File: config.mk
export PLATFORM = sky130hd
export DESIGN_NAME = inst_sram_ctrl
export DESIGN_NICKNAME = d
export VERILOG_FILES = /design/src/rtl/inst_sram_ctrl_pkg.sv /design/src/rtl/inst_sram_ctrl.sv
export SDC_FILE = /design/constraint.sdc
export NUM_CORES = 1
export LEC_CHECK = 0
export ABC_AREA = 1
export BUFFER_PORTS_ARGS = -buffer_cell sky130_fd_sc_hd__clkbuf_2
export CORE_MARGIN = 3
export CORE_UTILIZATION = 57
export CTS_CLUSTER_SIZE = 20
export DETAILED_ROUTE_END_ITERATION = 12
export PLACE_DENSITY = 0.85
export SETUP_SLACK_MARGIN = 0.02
export SYNTH_ARGS = -nofsm -noshare
export SYNTH_HDL_FRONTEND = slang
export SYNTH_SLANG_ARGS = --single-unit
export TNS_END_PERCENT = 10
File: constraint.sdc
create_clock -name cpu_clk_50M -period 2.6 [get_ports cpu_clk_50M]
set_input_delay 0.26 -clock cpu_clk_50M [delete_from_list [all_inputs] [get_ports cpu_clk_50M]]
set_output_delay 0.26 -clock cpu_clk_50M [all_outputs]
set_load 0.05 [all_outputs]
File: src/rtl/inst_sram_ctrl_pkg.sv
// Shared types and polarity constants for the instruction SRAM controller.
// Included by the controller via import inst_sram_ctrl_pkg::*.
package inst_sram_ctrl_pkg;

  localparam int INST_BUS_W  = 32;
  localparam int INST_ADDR_W = 32;

  localparam logic RST_ENABLE   = 1'b1;
  localparam logic TRUE_V       = 1'b1;
  localparam logic FALSE_V      = 1'b0;
  localparam logic CHIP_ENABLE  = 1'b0;
  localparam logic CHIP_DISABLE = 1'b1;

  typedef enum logic [1:0] {
    IDLE   = 2'd0,
    ACCESS = 2'd1,
    RESP   = 2'd2
  } state_t;

endpackage

File: src/rtl/inst_sram_ctrl.sv
// Instruction-fetch responder for an asynchronous 32-bit SRAM with a
// wait-stated read cycle and a one-entry last-word buffer.
module inst_sram_ctrl
  import inst_sram_ctrl_pkg::*;
#(
  parameter int          WAIT_CYCLES = 2,
  parameter int          ADDR_W      = 20,
  parameter logic [31:0] NOP_INST    = 32'h0000_0000
) (
  input  logic                   cpu_clk_50M,
  input  logic                   cpu_rst,
  input  logic                   ice,
  input  logic [INST_ADDR_W-1:0] iaddr,
  input  logic                   flush,
  output logic [INST_BUS_W-1:0]  inst,
  output logic                   inst_valid,
  output logic                   stallreq_if,
  output logic [ADDR_W-1:0]      sram_addr,
  output logic                   sram_ce_n,
  output logic                   sram_oe_n,
  output logic                   sram_we_n,
  output logic [3:0]             sram_be_n,
  input  logic [INST_BUS_W-1:0]  sram_data
);

  localparam logic [3:0] LAST_CNT = 4'(WAIT_CYCLES - 1);

  state_t                  state;
  state_t                  state_nx;
  logic [3:0]              wait_cnt;
  logic                    buf_valid;
  logic [ADDR_W-1:0]       buf_addr;
  logic [INST_BUS_W-1:0]   buf_data;
  logic [ADDR_W-1:0]       word;
  logic                    hit;
  logic                    last;
  logic                    unused_iaddr;

  assign word = iaddr[ADDR_W+1:2];
  assign hit  = buf_valid && (buf_addr == word);
  assign last = (wait_cnt == LAST_CNT);

  assign unused_iaddr = ^{iaddr[INST_ADDR_W-1:ADDR_W+2], iaddr[1:0]};

  assign sram_oe_n = sram_ce_n;
  assign sram_we_n = TRUE_V;
  assign sram_be_n = 4'b0000;

  always_comb begin
    state_nx    = state;
    stallreq_if = FALSE_V;
    inst_valid  = FALSE_V;
    unique case (state)
      IDLE: begin
        if (ice && !flush) begin
          stallreq_if = TRUE_V;
          state_nx    = hit ? RESP : ACCESS;
        end
      end
      ACCESS: begin
        stallreq_if = TRUE_V;
        if (flush) begin
          state_nx = IDLE;
        end else if (last) begin
          state_nx = RESP;
        end
      end
      RESP: begin
        inst_valid = !flush;
        state_nx   = IDLE;
      end
      default: state_nx = IDLE;
    endcase
  end

  always_ff @(posedge cpu_clk_50M) begin
    if (cpu_rst == RST_ENABLE) begin
      state     <= IDLE;
      sram_ce_n <= CHIP_DISABLE;
      sram_addr <= '0;
      wait_cnt  <= 4'd0;
      inst      <= NOP_INST;
      buf_valid <= FALSE_V;
      buf_addr  <= '0;
      buf_data  <= '0;
    end else begin
      state <= state_nx;
      unique case (state)
        IDLE: begin
          if (ice && !flush) begin
            if (hit) begin
              inst <= buf_data;
            end else begin
              sram_addr <= word;
              sram_ce_n <= CHIP_ENABLE;
              wait_cnt  <= 4'd0;
            end
          end
        end
        ACCESS: begin
          // abort leaves the buffer untouched; flush beats completion
          if (flush) begin
            sram_ce_n <= CHIP_DISABLE;
          end else if (last) begin
            inst      <= sram_data;
            buf_data  <= sram_data;
            buf_addr  <= sram_addr;
            buf_valid <= TRUE_V;
            sram_ce_n <= CHIP_DISABLE;
          end else begin
            wait_cnt <= wait_cnt + 4'd1;
          end
        end
        default: ;
      endcase
    end
  end

endmodule

# --- Word-level counts from Yosys, hierarchy flattened ---
# Index checks and enable logic that the tools add are counted.
word_totals:
  word_cells: 56
  in_bits: 68
  reg_bits: 112
  output_inout_bits: 61
op_classes:
  reduce_logical: 11
  n_eq_ne: 11
  n_addsub: 1
  muxes: 23
  bitwise: 2
op_table:
  columns: ["operator", "count"]
  rows:
  - ["$mux 32", 4]
  - ["$pmux 32 s2", 1]
  - ["$eq 20x20->1", 1]
  - ["$mux 4", 4]
  - ["$ne 2x2->1 const B", 6]
  - ["$reduce_and 5->1", 2]
  - ["$mux 2", 4]
  - ["$pmux 4 s2", 1]
  - ["$mux 1", 6]
  - ["$reduce_and 3->1", 2]
  - ["$add 4x1->4 const B", 1]
  - ["$eq 4x1->1 const B", 1]
  - ["$pmux 1 s2", 2]
  - ["$pmux 2 s2", 1]
  - ["$reduce_and 4->1", 1]
  - ["$ne 3x3->1 const B", 1]
  - ["$eq 2x1->1 const B", 1]
  - ["$eq 2x2->1 const B", 1]
  - ["$logic_and 1x1->1", 2]
  - ["$logic_not 2->1", 1]
  - ["$not 1->1", 2]
  - ["$reduce_and 2->1", 1]
  - ["$reduce_bool 2->1", 1]
  - ["$logic_not 1->1", 1]

# --- Logic depth before layout (Yosys ltp) ---
# Gate-level depths: netlist of run 1.
logic_depth:
  word_depth: 5
  depth_mapped: 14
  ltp_nobuf: 12

# --- Worst setup path after synthesis of run 1 ---
# Ideal clock, no wire load.
synth_timing:
  path_type: "flip-flop to flip-flop"
  from: "register wait_cnt[1]"
  to: "register buf_data[10]"
  setup_slack_ns: 1.009
  path_stages_with_launch: 11
  path_buffers: 1
  synth_period_minus_slack_ns: 1.591
  arrival_ns: 1.475
  setup_ns: 0.116
  required_time_ns: 2.484
  cell_sequence: "dfxtp_1 > inv_1 > ha_1 > nand2_1 > nor2_1 > nand2_1 > nor2_2 > inv_1 > clkbuf_1 > nor2_1 > nor2_1"
synth_via:
  elab_chain_cells: 2
synth_rtl:
  columns: ["item", "line_no", "source"]
  rows:
  - ["start, declared", "inst_sram_ctrl.sv:30", "logic [3:0] wait_cnt;"]
  - ["start signal, assigned", "inst_sram_ctrl.sv:111", "wait_cnt <= wait_cnt + 4'd1;"]
  - ["$eq 4x1->1", "inst_sram_ctrl.sv:41", "assign last = (wait_cnt == LAST_CNT);"]
  - ["$reduce_and 3->1 (no line)", null, null]
  - ["end signal, assigned", "inst_sram_ctrl.sv:106", "buf_data <= sram_data;"]
  - ["end, declared", "inst_sram_ctrl.sv:33", "logic [INST_BUS_W-1:0] buf_data;"]
# Every way passes these cells.
# A chain may end at the register's enable or synchronous reset.

# --- Worst setup path after layout of run 1 ---
layout_timing:
  from: "register state[0]"
  to: "output port stallreq_if"
layout_via:
  elab_chain_cells: 2
  elab_cells_between_ends: 3
  classes_between: "eq/ne: 1; mux: 1; reduce/logical: 1"
layout_rtl:
  columns: ["item", "line_no", "source"]
  rows:
  - ["start, declared", "inst_sram_ctrl.sv:28", "state_t state;"]
  - ["start signal, assigned", "inst_sram_ctrl.sv:87", "state <= state_nx;"]
  - ["$eq 2x1->1 or $logic_not 2->1 (tied branches)", "inst_sram_ctrl.sv:53", "unique case (state)"]
  - ["$pmux 1 s2 *", "inst_sram_ctrl.sv:53", null]
  - ["end, declared", "inst_sram_ctrl.sv:17", "output logic stallreq_if,"]
# Every way passes the cells marked *; elsewhere a longest branch is shown, timed or not.

==> run metrics, run 1 <==
parity-gate share of the synthesized area counting xor and xnor cells 0.171%; max-slew violation count 0; launch point of the worst hold path sram_data[25]; synthesized-area fraction occupied by and/or/nand/nor cells 31.0%; critical path data required time 2340 ps; worst path arrival time 1820 ps; # IOs 129; antenna violations before repair 0; power per cell area 558 mW/mm²; remaining number of nets flagged by the antenna check after routing 0; commonest non-fill, non-tap cell in the layout sky130_fd_sc_hd__nand2_1; WL final 11200 µm; # resized after CTS 0; total congestion overflow after global routing 0; result of the run finished clean; CTS sink count 112; register bit total from synthesis 112; critical path launch point type register; Critical path origin state[0]; first-pass GRT wire length 18900 µm; GRT Util Overall 22.4%; DRC 0; latest clock arrival within the worst-skew pair 360 ps; post-synthesis share of cell area spent on full adders, half adders and majority gates 0.488%; via count of the first global-routing pass 4590; via total after detailed routing 4832; input/output buffers 111; setup repair after global routing missed its margin false; combinational power share 16.6%; power share of the clock group 28.0%; skew final 11.3 ps; combinational family with the most area after synthesis simple AND/OR/NAND/NOR gates; Int Pwr 2.26 mW; CORE AREA 0.00846 mm²; area share of the leading cell type in the synthesized netlist 43.8%; number of fill cells in the layout 721; Vias/cell 4.83; final hold violations 0; setup TNS 0 ps; die width 101 µm; total power 3.26 mW; CTS tree built; Clock H-tree levels 3; multi-input gate area in the final layout 0.00224 mm²; Antenna diodes 0; gate count after technology mapping 803; slew margin rel. 65.7%; share of the yosys chip area belonging to registers 43.8%; Final min period 2080 ps; Post-CTS Setup Bufs 0; cell types with the largest area share after synthesis sky130_fd_sc_hd__dfxtp_1 (44%), sky130_fd_sc_hd__nand2_1 (17%), sky130_fd_sc_hd__nor2_1 (11%), sky130_fd_sc_hd__inv_1 (7.8%), sky130_fd_sc_hd__o21ai_0 (6.9%); Post-Synthesis Mean Instance Area 6.38 µm²; clock slew seen by the registers of the worst setup and hold paths 100 ps; highest attainable clock frequency 0.481 GHz; die footprint 0.0102 mm²; area grow syn2layout 13.9%; Final Cycle Share 80.0%; row cnt 33; number of DRC markers in iteration 0 195; Post-CTS Hold Buffers 0; net switching power 0.995 mW; category of the critical setup timing path reg2out; number of buffers on the longest clock path 2; endpoints failing setup 0; most frequent cells in the layout sky130_fd_sc_hd__nand2_1 (234), sky130_fd_sc_hd__nor2_1 (155), sky130_fd_sc_hd__dfxtp_1 (112), sky130_fd_sc_hd__clkbuf_2 (111), sky130_fd_sc_hd__inv_1 (107); Synthesis Warnings 0; Crit Path Max Fanout 51; kind of capture point of the worst setup path primary output; MaxCap Viol Count 0; area taken by flip-flops and latches 0.00224 mm²; worst hold path type in2reg; gpl congestion 0.839; clock root buffer sky130_fd_sc_hd__clkbuf_8; multiplexer fraction of the synthesized cell area 0%; DPL Wire Length 7790 µm; share of the synthesized area in compound gates (AO/OA/AOI/OAI) 11.5%; Unique masters post-synth 25; initial core utilization 60.5%; sequential group share of total power 55.4%; Static Leakage 3.23 nW; share of final-layout standard cells stronger than drive strength 1 16.5%; cell area after synthesis 0.00512 mm²; worst voltage drop across the vdd grid 283 µV; RR Startpoint buf_addr[8]; largest net degree at the start of global routing 68; slew at the pin closest to its max-slew limit 514 ps; switch share 30.6%; leading area contributor after synthesis sky130_fd_sc_hd__dfxtp_1; number of buffers created by CTS 9; die boundary height 101 µm; number of detailed-routing iterations run before antenna repair 4; number of nets in the layout 961; detail-routed net length per standard cell 11.2 µm
## area by class of cell
| class | count | share of cell area, % |
|---|---|---|
| clock buffer | 10 | 2.19 |
| clock inverter | 5 | 0.600 |
| inverter | 112 | 7.20 |
| multi-input combinational | 537 | 38.4 |
| sequential | 112 | 38.4 |
| tap | 105 | 2.25 |
| timing repair buffer | 119 | 11.0 |
## stage by stage
| stage | worst slack, ps | utilization, % | hold slack (ps) | instance area (µm²) | std cells |
|---|---|---|---|---|---|
| after global routing | 433 | 69.0 | 113 | 5840 | 1000 |
| after global placement | 772 | 67.1 | 454 | 5680 | 985 |
| after floorplan | 1010 | - | 329 | 5130 | 806 |
| final | 520 | 69.0 | 121 | 5840 | 1000 |
| after CTS | 534 | 69.0 | 111 | 5840 | 1000 |
| after detailed placement | 748 | 67.1 | 462 | 5680 | 985 |
## Yosys cell counts
| cell | number |
|---|---|
| sky130_fd_sc_hd__a21oi_1 | 43 |
| sky130_fd_sc_hd__buf_1 | 1 |
| sky130_fd_sc_hd__buf_2 | 5 |
| sky130_fd_sc_hd__buf_4 | 11 |
| sky130_fd_sc_hd__buf_6 | 3 |
| sky130_fd_sc_hd__clkbuf_1 | 25 |
| sky130_fd_sc_hd__clkinv_1 | 1 |
| sky130_fd_sc_hd__conb_1 | 2 |
| sky130_fd_sc_hd__dfxtp_1 | 112 |
| sky130_fd_sc_hd__ha_1 | 2 |
| sky130_fd_sc_hd__inv_1 | 107 |
| sky130_fd_sc_hd__inv_2 | 4 |
| sky130_fd_sc_hd__nand2_1 | 235 |
| sky130_fd_sc_hd__nand3_1 | 7 |
| sky130_fd_sc_hd__nand3_2 | 1 |
| sky130_fd_sc_hd__nand3b_1 | 1 |
| sky130_fd_sc_hd__nand4_1 | 2 |
| sky130_fd_sc_hd__nor2_1 | 155 |
| sky130_fd_sc_hd__nor2_2 | 5 |
| sky130_fd_sc_hd__nor3_1 | 1 |
| sky130_fd_sc_hd__o21ai_0 | 71 |
| sky130_fd_sc_hd__o21ai_1 | 4 |
| sky130_fd_sc_hd__or2_1 | 1 |
| sky130_fd_sc_hd__or2_2 | 3 |
| sky130_fd_sc_hd__xnor2_1 | 1 |
## power groups by stage
stage / registers, mW / clock network, mW / logic, mW
2_1_floorplan: 1.98 / 0 / 0.260
3_3_place_gp: 1.84 / 0 / 0.528
3_5_place_dp: 1.84 / 0 / 0.540
4_1_cts: 1.80 / 0.930 / 0.543
5_1_grt: 1.81 / 0.997 / 0.598
6_report: 1.80 / 0.913 / 0.540
## final timing paths
check,slack (ps),depth (start not counted),end
min,120,3,buf_data[25]
max,520,6,stallreq_if
max reg2reg,740,13,inst[4]
min reg2reg,470,2,buf_addr[14]
## cell families after synthesis
family / Yosys count
DFF: 112
AOI/OAI and AO/OA: 118
and+or+nand+nor: 411
adders and majority gates: 2
buffers and inverters: 157
other: 2
xor gates and xnor gates: 1
## routing by layer
| layer | up-vias | routed length (µm) | share of wire (%) | track usage, % |
|---|---|---|---|---|
| met3 | 8 | 598 | 5.4 | 4.29 |
| met4 | 0 | 107 | 0.96 | 5.91 |
| met2 | 124 | 5390 | 48 | 39.5 |
| met5 | - | 0 | 0 | 0 |
| li1 | 2570 | - | - | - |
| met1 | 2130 | 5070 | 45 | 27.8 |
## state kept, by name (all words and copies together) (netlist names)
signal,flops
sram_addr,20
inst,32
sram_ce_n,1
buf_addr,20
state,2
buf_data,32
buf_valid,1
wait_cnt,4
## critical path: stages, from the launching register on
cell                       delay (ps)
sky130_fd_sc_hd__dfxtp_1          370
sky130_fd_sc_hd__inv_2             50
sky130_fd_sc_hd__nor2_2           220
sky130_fd_sc_hd__inv_2             90
sky130_fd_sc_hd__buf_4            280
sky130_fd_sc_hd__nand2_1          160
sky130_fd_sc_hd__clkbuf_2         300
Power figures use the tool's default switching activity.
==> run 2, diff against run 1 <==
--- a/config.mk
+++ b/config.mk
@@ -8,10 +8,10 @@
 export ABC_AREA = 1
 export BUFFER_PORTS_ARGS = -buffer_cell sky130_fd_sc_hd__clkbuf_2
 export CORE_MARGIN = 3
-export CORE_UTILIZATION = 57
+export CORE_UTILIZATION = 48
 export CTS_CLUSTER_SIZE = 20
 export DETAILED_ROUTE_END_ITERATION = 12
-export PLACE_DENSITY = 0.85
+export PLACE_DENSITY = 0.76
 export SETUP_SLACK_MARGIN = 0.02
 export SYNTH_ARGS = -nofsm -noshare
 export SYNTH_HDL_FRONTEND = slang
==> constraint.sdc (replaced) <==
create_clock -name cpu_clk_50M -period 1.79 [get_ports cpu_clk_50M]
set_input_delay 0.179 -clock cpu_clk_50M [delete_from_list [all_inputs] [get_ports cpu_clk_50M]]
set_output_delay 0.179 -clock cpu_clk_50M [all_outputs]
set_load 0.05 [all_outputs]
==> run 2 against run 1 <==
Net effect:
- worst hold slack worse by 86 ps
- wire length down 1.2%
- sequential power rose by 46%
- clock power grew 47%
- clock-buffer cell count stayed put
- highest routed layer unchanged
==> run metrics, run 2 (synthesized netlist as in run 1, its figures left out) <==
result of the run finished clean; via total after detailed routing 4732; largest net degree at the start of global routing 58; number of nets in the layout 968; remaining number of nets flagged by the antenna check after routing 0; DPL Wire Length 7270 µm; Finished Cell Area 0.00603 mm²; number of detailed-routing iterations run before antenna repair 4; combinational power share 16.9%; total congestion overflow after global routing 0; area taken by flip-flops and latches 0.00224 mm²; placed cell count 1020; Vias/cell 4.55; hold depth 3; # IOs 129; input/output buffers 111; row cnt 37; library cell contributing the largest single delay on the critical path sky130_fd_sc_hd__dfxtp_1; critical path data required time 1610 ps; share of final-layout standard cells stronger than drive strength 1 17.6%; cell area after placement 0.00581 mm²; net switching power 1.46 mW; CTS tree built; number of DRC markers in iteration 0 241; Crit Path Max Fanout 52; number of buffers created by CTS 9; power per cell area 789 mW/mm²; Register-to-Register Setup Slack 140 ps; setup repair after global routing missed its margin true; max-slew violation count 0; commonest non-fill, non-tap cell in the layout sky130_fd_sc_hd__nand2_1; worst voltage drop across the vdd grid 471 µV; list of cells traversed by the critical path inv_2, nor2_2, inv_2, buf_12, nand2_1, buf_12; via count of the first global-routing pass 3954; number of fill cells in the layout 1040; worst hold path type in2reg; sequential group share of total power 55.0%; Hold Path Sink buf_data[27]; GRT Util Overall 18.2%; die width 109 µm; skew final 11.9 ps; CTS sink count 112; Clock H-tree levels 3; critical path launch point type register; latest clock arrival within the worst-skew pair 370 ps; Int Pwr 3.31 mW; detail-routed net length per standard cell 10.6 µm; RR Startpoint wait_cnt[1]; first-pass GRT wire length 17500 µm; gpl congestion 0.748; area grow syn2layout 17.8%; most frequent cells in the layout sky130_fd_sc_hd__nand2_1 (233), sky130_fd_sc_hd__nor2_1 (154), sky130_fd_sc_hd__dfxtp_1 (112), sky130_fd_sc_hd__clkbuf_2 (110), sky130_fd_sc_hd__inv_1 (106); clock slew seen by the registers of the worst setup and hold paths 100 ps; category of the critical setup timing path reg2out; number of buffers on the longest clock path 2; initial core utilization 49.4%; Register-to-Register Path Depth 9; power share of the clock group 28.1%; WL final 11000 µm; reg-to-reg critical path endpoint buf_addr[11]; DRC 0; Antenna diodes 0; CORE AREA 0.0104 mm²; top flop regs buf_data: 32 flops, inst: 32 flops; kind of capture point of the worst setup path primary output; final hold violations 0; MaxCap Viol Count 0; switch share 30.6%; worst path arrival time 1470 ps; clock root buffer sky130_fd_sc_hd__clkbuf_8; Final min period 1650 ps; Post-CTS Hold Buffers 0; die boundary height 109 µm; Static Leakage 3.30 nW; multi-input gate area in the final layout 0.00225 mm²; Final Cycle Share 92.4%; antenna violations before repair 0; launch point of the worst hold path sram_data[27]; endpoints failing setup 0; non-filler instance count after layout 1039; Worst path max stage delay 360 ps; die footprint 0.0119 mm²; highest attainable clock frequency 0.605 GHz
run 2: worst max path at each step:
stage,from,slack [ps],cells past startpoint,to
2_1_floorplan,wait_cnt[1],200,10,buf_data[10]
3_3_place_gp,wait_cnt[0],160,8,buf_data[8]
3_5_place_dp,wait_cnt[1],100,9,buf_data[15]
4_1_cts,wait_cnt[1],90,9,buf_data[15]
5_1_grt,buf_addr[2],-20,13,inst[21]
6_report,state[0],140,6,stallreq_if
run 2: power groups by stage:
| stage | registers, mW | logic [mW] | clock network (mW) |
|---|---|---|---|
| 2_1_floorplan | 2.88 | 0.378 | 0 |
| 3_3_place_gp | 2.67 | 0.799 | 0 |
| 3_5_place_dp | 2.68 | 0.805 | 0 |
| 4_1_cts | 2.62 | 0.808 | 1.40 |
| 5_1_grt | 2.63 | 0.901 | 1.48 |
| 6_report | 2.62 | 0.807 | 1.34 |
run 2: routing by layer:
layer | up-vias | part of all wire (%) | global-route usage (%)
met2 | 91 | 45 | 29.6
met4 | 0 | 1.2 | 6.95
met3 | 13 | 5.5 | 4.52
met1 | 2043 | 49 | 23.4
met5 | - | 0 | 0
li1 | 2585 | - | -
run 2: critical path, delay by kind of cell, from the launching register on:
family,cells,cell delay [ps]
buf+inv,4,460
flops,1,360
simple gates,2,290
run 2: per-stage QoR:
stage	util, %	hold WS [ps]	worst slack, ps	power [mW]	TNS, ps
after floorplan	-	248	199	3.26	0
after global placement	56.0	420	160	3.47	0
after detailed placement	56.0	423	99.1	3.48	0
after CTS	57.6	17.5	91.9	4.82	0
after global routing	58.2	22.5	-22.8	5.01	-138
final	58.2	35.3	136	4.76	0
run 2: what timing repair did:
action	CTS	global route
gates resized for setup	0	3
setup endpoints to repair	0	52
buffers inserted	0	2
run 2: cell type report:
| cell class | instances | share of cell area [%] |
|---|---|---|
| tap | 136 | 2.82 |
| clock buffer | 10 | 2.11 |
| clock inverter | 6 | 0.601 |
| sequential | 112 | 37.2 |
| timing repair buffer | 126 | 13.1 |
| multi-input combinational | 537 | 37.2 |
| inverter | 112 | 7.03 |
==> run 3, diff against run 2 <==
==> constraint.sdc (replaced) <==
create_clock -name cpu_clk_50M -period 1.35 [get_ports cpu_clk_50M]
set_input_delay 0.135 -clock cpu_clk_50M [delete_from_list [all_inputs] [get_ports cpu_clk_50M]]
set_output_delay 0.135 -clock cpu_clk_50M [all_outputs]
set_load 0.05 [all_outputs]
==> run 3 against run 2 <==
Net effect:
- the run now ends with setup timing left
- non-clock buffer count increased by 51
- clock-buffer cell count unchanged
- highest routed layer unchanged
- sequential power increased by 33%
- worst setup slack got worse by 390 ps
- design area increased by 13%
- clock power increased by 53%
- critical endpoint is now inst[20]
- die area unchanged
- total power increased by 43%
- wire length increased by 14%
- via count increased by 5.8%
==> run metrics, run 3 (synthesized netlist as in run 1, its figures left out) <==
result of the run finished with violations; failing checks setup timing; number of nets in the layout 1019; power per cell area 1000 mW/mm²; Worst path max stage delay 350 ps; number of buffers created by CTS 9; total congestion overflow after global routing 0; gpl congestion 0.797; latest clock arrival within the worst-skew pair 360 ps; Clock H-tree levels 3; antenna violations before repair 0; clock root buffer sky130_fd_sc_hd__clkbuf_8; row cnt 37; GRT Util Overall 20.9%; worst voltage drop across the vdd grid 676 µV; remaining number of nets flagged by the antenna check after routing 0; skew final 18.5 ps; DRC 0; worst hold path type in2reg; CTS sink count 112; final hold violations 0; WL final 12500 µm; critical path data required time 1650 ps; final worst slack -254 ps; setup TNS -18250 ps; Final min period 1600 ps; category of the critical setup timing path reg2reg; Final Cycle Share 119%; share of final-layout standard cells stronger than drive strength 1 25.3%; first-pass GRT wire length 20500 µm; commonest non-fill, non-tap cell in the layout sky130_fd_sc_hd__nand2_1; kind of capture point of the worst setup path register; number of DRC markers in iteration 0 295; Register-to-Register Setup Slack -250 ps; power share of the clock group 30.1%; via count of the first global-routing pass 4748; CORE AREA 0.0104 mm²; Crit Path Max Fanout 13; DPL Wire Length 7910 µm; multi-input gate area in the final layout 0.00241 mm²; switch share 30.3%; input/output buffers 111; Vias/cell 4.59; via total after detailed routing 5005; critical path launch point type register; combinational power share 18.9%; area taken by flip-flops and latches 0.00226 mm²; Finished Cell Area 0.00680 mm²; endpoints failing setup 111; worst path arrival time 1900 ps; Static Leakage 3.60 nW; library cell contributing the largest single delay on the critical path sky130_fd_sc_hd__dfxtp_2; Int Pwr 4.75 mW; number of buffers on the longest clock path 2; sequential group share of total power 51.0%; post-layout util 65.6%; die footprint 0.0119 mm²; top flop regs buf_data: 32 flops, inst: 32 flops; max-slew violation count 0; # IOs 129; Antenna diodes 0; most frequent cells in the layout sky130_fd_sc_hd__nand2_1 (210), sky130_fd_sc_hd__nor2_1 (146), sky130_fd_sc_hd__clkbuf_2 (109), sky130_fd_sc_hd__inv_1 (101), sky130_fd_sc_hd__dfxtp_1 (98); number of fill cells in the layout 928; largest net degree at the start of global routing 69; clock slew seen by the registers of the worst setup and hold paths 100 ps; die boundary height 109 µm; die width 109 µm; most used cell, CP sky130_fd_sc_hd__nand2_1; net switching power 2.07 mW; area grow syn2layout 32.7%; MaxCap Viol Count 0; detail-routed net length per standard cell 11.5 µm; CTS tree built; initial core utilization 49.4%; setup repair after global routing missed its margin true; highest attainable clock frequency 0.624 GHz; cell area after placement 0.00604 mm²; number of detailed-routing iterations run before antenna repair 5; list of cells traversed by the critical path inv_1, nand2_1, nand2_1, nor2_1, nand2_1, nor2_4, nand3_4, nand2_4, nand2_8, clkbuf_16, nand2_1, nand2_1, nor2_1
-- run 3: cell types whose count changed in the layout (fill, tap and decap cells not counted), moves of 8 or more --
cell and change:
sky130_fd_sc_hd__nor2_1 -8, sky130_fd_sc_hd__dfxtp_1 -14, sky130_fd_sc_hd__dfxtp_2 +14, sky130_fd_sc_hd__buf_4 +19, sky130_fd_sc_hd__dlygate4sd3_1 +23, sky130_fd_sc_hd__nand2_2 +18
sky130_fd_sc_hd__nand2_1 -23
-- run 3: final timing paths --
check	end	startpoint	depth (start not counted)
max	inst[20]	buf_addr[9]	13
min	buf_data[13]	sram_data[13]	3
min reg2reg	buf_addr[5]	sram_addr[5]	2
max reg2reg	inst[20]	buf_addr[9]	13
-- run 3: what timing repair did --
item / in CTS / in global routing
gates resized for setup: 24 / 48
pin swaps: 3 / 12
setup endpoints to repair: 114 / 114
setup buffers: 1 / 2
cloned: 1 / 3
endpoints found under the hold margin: 23 / 0
hold buffers: 23 / 0
-- run 3: routing by layer --
layer,share of wire [%],track usage (%)
met5,0,0
met1,46,25.9
met3,5.3,4.82
met2,48,36.2
met4,1.2,6.23
-- run 3: power groups by stage --
stage | Clock (mW) | Sequential, mW | Combinational (mW)
6_report | 2.05 | 3.48 | 1.29
5_1_grt | 2.24 | 3.49 | 1.42
4_1_cts | 2.13 | 3.48 | 1.23
3_5_place_dp | 0 | 3.55 | 1.14
3_3_place_gp | 0 | 3.55 | 1.13
2_1_floorplan | 0 | 3.82 | 0.512
-- run 3: final cells by class --
class / instances / share of cell area (%)
multi-input cells: 537 / 35.5
flip-flops and latches: 112 / 33.2
repair buffers: 177 / 19.6
inverters: 112 / 6.22
well taps: 136 / 2.50
clock buffers: 10 / 1.88
clock inverters: 6 / 1.12
-- run 3: critical path, delay by kind of cell, from the launching register on --
family,cells,cell delay (ps)
buffers and inverters,2,230
DFF,1,350
and+or+nand+nor,11,970
-- run 3: through the flow --
step | hold slack, ps | instances | setup slack [ps] | total power, mW
2_1_floorplan | 204 | 806 | -106 | 4.34
3_3_place_gp | 375 | 1044 | -156 | 4.68
3_5_place_dp | 378 | 1044 | -200 | 4.70
4_1_cts | 3.87 | 1085 | -227 | 6.84
5_1_grt | 3.16 | 1090 | -400 | 7.15
6_report | 23.5 | 1090 | -254 | 6.82
